$ cat src/rtl/bwt_pkg.sv
// Shared types and constants for the inverse Burrows-Wheeler decoder.
package bwt_pkg;

  localparam int CHAR_W    = 8;
  localparam int DEFAULT_N = 8;

  typedef logic [CHAR_W-1:0] char_t;

  // Controller states, kept as plain constants for legacy tool flows.
  typedef logic [1:0] state_t;
  localparam state_t IDLE  = 2'd0;
  localparam state_t BUILD = 2'd1;
  localparam state_t WALK  = 2'd2;
  localparam state_t DONE  = 2'd3;

endpackage

$ cat src/rtl/bwt_lf_unit.sv
// Combinational LF-mapping entry: LF[idx] = C(L[idx]) + occ(idx), where C is the
// first row of the character in F and occ counts earlier copies of it in L.
module bwt_lf_unit
  import bwt_pkg::*;
#(
  parameter int N     = DEFAULT_N,
  parameter int IDX_W = (N > 1) ? $clog2(N) : 1
) (
  input  char_t            l   [0:N-1],
  input  char_t            f   [0:N-1],
  input  logic [IDX_W-1:0] idx,
  output logic [IDX_W-1:0] lf
);

  char_t            c;
  logic             found;
  logic [IDX_W-1:0] first_pos;
  logic [IDX_W-1:0] occ;

  always_comb begin
    c         = l[idx];
    found     = 1'b0;
    first_pos = '0;
    occ       = '0;
    for (int j = 0; j < N; j++) begin
      if (!found && f[j] == c) begin
        first_pos = IDX_W'(j);
        found     = 1'b1;
      end
    end
    for (int j = 0; j < N; j++) begin
      if (j < int'(idx) && l[j] == c) occ = occ + IDX_W'(1);
    end
    lf = first_pos + occ;
  end

endmodule

$ cat src/rtl/bwt_inverse_decoder.sv
// Inverse BWT: captures L, F and the primary row, builds the LF table one entry per
// cycle, then walks it backwards to rebuild the original string.
module bwt_inverse_decoder
  import bwt_pkg::*;
#(
  parameter int N     = DEFAULT_N,
  parameter int IDX_W = (N > 1) ? $clog2(N) : 1
) (
  input  logic                clk,
  input  logic                rst_n,
  input  logic                start,
  input  logic [CHAR_W-1:0]   data_last   [0:N-1],
  input  logic [CHAR_W-1:0]   data_sorted [0:N-1],
  input  logic [IDX_W-1:0]    primary_idx,
  output logic [CHAR_W-1:0]   data_out    [0:N-1],
  output logic                busy,
  output logic                done,
  output logic                err
);

  localparam logic [IDX_W-1:0] LAST = IDX_W'(N - 1);

  state_t           state;
  char_t            l_reg  [0:N-1];
  char_t            f_reg  [0:N-1];
  char_t            t_reg  [0:N-1];
  logic [IDX_W-1:0] lf_reg [0:N-1];
  logic [IDX_W-1:0] i_cnt;
  logic [IDX_W-1:0] k_cnt;
  logic [IDX_W-1:0] r_idx;
  logic [IDX_W-1:0] lf_val;
  logic             bad_idx;

  bwt_lf_unit #(.N(N), .IDX_W(IDX_W)) u_lf (
    .l   (l_reg),
    .f   (f_reg),
    .idx (i_cnt),
    .lf  (lf_val)
  );

  always_ff @(posedge clk or negedge rst_n) begin
    if (!rst_n) begin
      state   <= IDLE;
      busy    <= 1'b0;
      done    <= 1'b0;
      err     <= 1'b0;
      i_cnt   <= '0;
      k_cnt   <= '0;
      r_idx   <= '0;
      bad_idx <= 1'b0;
      for (int j = 0; j < N; j++) begin
        l_reg[j]    <= '0;
        f_reg[j]    <= '0;
        t_reg[j]    <= '0;
        lf_reg[j]   <= '0;
        data_out[j] <= '0;
      end
    end else begin
      done <= 1'b0;
      err  <= 1'b0;
      case (state)
        IDLE: begin
          busy <= 1'b0;
          if (start) begin
            l_reg   <= data_last;
            f_reg   <= data_sorted;
            r_idx   <= primary_idx;
            i_cnt   <= '0;
            busy    <= 1'b1;
            bad_idx <= (int'(primary_idx) >= N);
            state   <= (int'(primary_idx) >= N) ? DONE : BUILD;
          end
        end
        BUILD: begin
          lf_reg[i_cnt] <= lf_val;
          i_cnt         <= i_cnt + IDX_W'(1);
          if (i_cnt == LAST) begin
            k_cnt <= LAST;
            state <= WALK;
          end
        end
        WALK: begin
          // The walk visits the string back to front, so fill T from the end.
          t_reg[k_cnt] <= l_reg[r_idx];
          r_idx        <= lf_reg[r_idx];
          k_cnt        <= k_cnt - IDX_W'(1);
          if (k_cnt == '0) state <= DONE;
        end
        DONE: begin
          for (int j = 0; j < N; j++) data_out[j] <= bad_idx ? '0 : t_reg[j];
          done  <= 1'b1;
          err   <= bad_idx;
          state <= IDLE;
        end
        default: state <= IDLE;
      endcase
    end
  end

endmodule

$ cat config.mk
export PLATFORM = sky130hd
export DESIGN_NAME = bwt_inverse_decoder
export DESIGN_NICKNAME = d
export VERILOG_FILES = /design/src/rtl/bwt_pkg.sv /design/src/rtl/bwt_lf_unit.sv /design/src/rtl/bwt_inverse_decoder.sv
export SDC_FILE = /design/constraint.sdc
export NUM_CORES = 1
export LEC_CHECK = 0
export BUFFER_PORTS_ARGS = -buffer_cell sky130_fd_sc_hd__buf_2
export CORE_MARGIN = 2
export CORE_UTILIZATION = 44
export DETAILED_ROUTE_END_ITERATION = 6
export PLACE_DENSITY = 0.66
export SYNTH_ARGS = -nofsm -noshare
export SYNTH_HDL_FRONTEND = slang
export SYNTH_HIERARCHICAL = 1
export SYNTH_SLANG_ARGS = --single-unit
$ cat constraint.sdc
create_clock -name clk -period 12.1 [get_ports clk]
set_input_delay 0.605 -clock clk [delete_from_list [all_inputs] [get_ports clk]]
set_output_delay 0.605 -clock clk [all_outputs]
set_load 0.05 [all_outputs]
==> results.md <==
* Outcome: complete, no violations
* Worst R2R Setup Slack at 4870 ps
* Dpl hpwl at 25200 µm
* Crit share post-route at 0.598
* Total wire length at 35100 µm
* Share of post-route cells with drive strength above 1 at 0.393
* Num rows at 66
* Startpoint types: register
* Vias at 9434
* Largest net degree at the start of global routing at 182
* Initial core utilization at 0.447
* GP Congestion at 0.840
* Reg-to-reg startpoint: i_cnt[2]
* Post-synthesis async set-or-reset flop share at 1.00
* Leak at 0.00757 µW
* Wire length of the first global-routing pass at 55200 µm
* First DRT Iteration DRCs at 584
* Crit path DAT at 7670 ps
* Clock-pin slew on the worst setup and hold paths at 60 ps
* Peak supply drop at 153 µV
* Worst path cell trace: inv_1 > a32oi_1 > nand2_1 > xnor2_1 > a2111oi_0 > nand3_1 > nor4_1 > inv_1 > ha_1 > mux2i_1 > xnor2_1 > mux2_4 > ha_1 > mux2_2 > xor2_1 > mux2_4 > ha_1 > mux2_2 > fa_1 > xor2_1 > xnor2_1 > xnor3_1 > mux2_2
* Fin util at 0.515
* Net switching power figure at 2270 µW
* Slew @ Worst Pin at 1240 ps
* Sequential Area at 0.00733 mm²
* Critical Path Fanout Max at 15
* Final setup fails at 0
* Number of buffers created by CTS at 31
* Commonest register cell after synthesis: dfrtp_1
* Net Sw Frac at 0.428
* Synth Net Count at 1295
* R2r endpoint: lf_reg[11]
* DRC at 0
* Type of the worst setup path: reg2reg
* DIE WIDTH at 186 µm
* Fin crit period at 7230 ps
* Unrepaired setup endpoints after global routing: no
* Commonest cells after routing, fill and taps aside: dfrtp_1, mux2_2, buf_2
* Reg power frac at 0.338
* TNS Setup at 0 ps
* Post-Syn Area at 0.0146 mm²
* Highest clock rate at 138 MHz
* Clk Tree Root Cell: clkbuf_16
* Sink Count at 293
* Tot GR Track Use at 0.207
* CP bufs+invs at 2
* Relative slew slack at 0.173
* Critical path's slowest cell: dfrtp_1
* Post-cts sizing count at 0
* Combinational share of power at 0.494
* # fillers at 2904
* Post-DRT Antenna Nets at 0
* Max Slew Vio Count at 0
* Critical path data required time at 12540 ps
* Clk pwr share at 0.168
* Power Density at 316 mW/mm²
* CP startpoint: i_cnt[2]
* DR pass1 iterations at 6
* H-tree levels at 1
* Max incr delay on CP at 730 ps
* YS warnings at 6
* Max Root-Sink Buffers at 3
* Vias per inst at 5.30
* Number of synthesized flops with an enable pin at 0
* WL met2 at 16200 µm
* Most common cell after layout, fill and taps aside: dfrtp_1
* Initial antenna violation count at 9
* CP Capture Type: register
* Hold-fix buffers at CTS at 0
* Final Hold Vio Count at 0
* Area of the multi-input gates at 0.00681 mm²
* CP top delay family: multiplexers
* CORE AREA at 0.0326 mm²
* Gr ovfl total at 0
* Syn avg cell area at 12.8 µm²
* Yosys cell types at 62
* Int Power at 3040 µW
* Total power at 5310 µW
* Seq/Total Area, Yosys at 0.503
* Met3 wire length at 2210 µm
* Via count of the first global-routing pass at 9544
* Min-delay worst type: in2async
* Setup Fix Bufs, Post-CTS at 0
* Worst-skew pair later-pin latency at 570 ps
* Wire length on met1 at 15800 µm
* Yosys reg bits at 293
* CTS tree: yes
* Die area at 0.0346 mm²
* Area Overhead vs Synth at 15.2%
* Max_cap viols at 0
* Die H at 186 µm
* Fin nets at 1462
* Io pins at 201
* Gate Count Post-Synth at 1142
* Clock skew at 12.3 ps
* R2R depth at 23
* Drt wl/cell at 19.7 µm
* IO Port Bufs at 199
* Highest metal used: met5
==> worst register-to-register path, cell delays in order (launching register included) <==
cell       delay (ps)
dfrtp_1           730
inv_1             210
a32oi_1           350
nand2_1           560
xnor2_1           290
a2111oi_0         520
nand3_1           150
nor4_1            390
inv_1             130
ha_1              230
mux2i_1           150
xnor2_1           100
mux2_4            280
ha_1              310
mux2_2            280
xor2_1            140
mux2_4            280
ha_1              280
mux2_2            270
fa_1              400
xor2_1            180
xnor2_1           190
xnor3_1           350
mux2_2            310
==> worst max-delay path by stage <==
stage,end,slack [ps],cells after the start
global placement,lf_reg[11],5150,21
global route,lf_reg[11],4350,23
floorplan,lf_reg[11],5690,24
detailed placement,lf_reg[5],4940,23
finish,lf_reg[11],4870,23
CTS,lf_reg[5],4870,21
==> power by group through the flow <==
stage	sequential [µW]	clock, µW	combinational [µW]
2_1_floorplan	1960	0	1830
3_3_place_gp	1800	0	2570
3_5_place_dp	1820	0	2620
4_1_cts	1800	915	2640
5_1_grt	1850	958	2850
6_report	1800	891	2620
==> layer usage <==
layer	vias up	global-route usage
met3	65	0.0472
met5	-	0
met1	4633	0.280
met2	295	0.338
li1	4429	-
met4	12	0.0482
==> area by class of cell <==
cell class / instances / area share
sequential: 293 / 0.437
antenna: 6 / 0.000894
clock inverter: 5 / 0.00283
timing repair buffer: 209 / 0.0651
inverter: 13 / 0.00290
clock buffer: 51 / 0.0536
tap: 442 / 0.0329
multi-input combinational: 761 / 0.405
==> synthesized netlist by cell type (7+ instances only) <==
library cell    n  area share
dfrtp_1       293        0.50
mux2_2        246        0.19
nand2_1        84       0.022
xnor2_1        78       0.047
o31ai_1        66       0.034
xor2_1         47       0.028
mux2i_1        43       0.030
buf_2          34       0.012
clkbuf_1       21      0.0054
nor2_1         19      0.0049
ha_1           18       0.015
nor3_1         17      0.0058
inv_1          13      0.0033
nand4_1        13      0.0056
a22o_1         10      0.0060
nand3_1        10      0.0034
buf_6           9      0.0069
nand4b_1        8      0.0048
o22ai_1         8      0.0034
buf_1           7      0.0018
mux4_2          7       0.011
==> logic make-up after synthesis <==
| logic type | share of synthesized area |
|---|---|
| mux | 0.239 |
| flops | 0.503 |
| simple gates | 0.0669 |
| xor+xnor | 0.0807 |
| compound gates | 0.0620 |
| buf+inv | 0.0312 |
| fa+ha+maj | 0.0168 |
| other cells | 0.000257 |
==> through the flow <==
| stage | hold WS, ps | std cells | area [µm²] | setup WS, ps |
|---|---|---|---|---|
| after global routing | 142 | 1776 | 16800 | 4350 |
| after detailed placement | 460 | 1718 | 15800 | 4940 |
| after floorplan | 309 | 1142 | 14600 | 5690 |
| final | 67.0 | 1780 | 16800 | 4870 |
| after CTS | 105 | 1774 | 16800 | 4870 |
| after global placement | 453 | 1718 | 15800 | 5150 |
(Power assumes the default switching activity.)
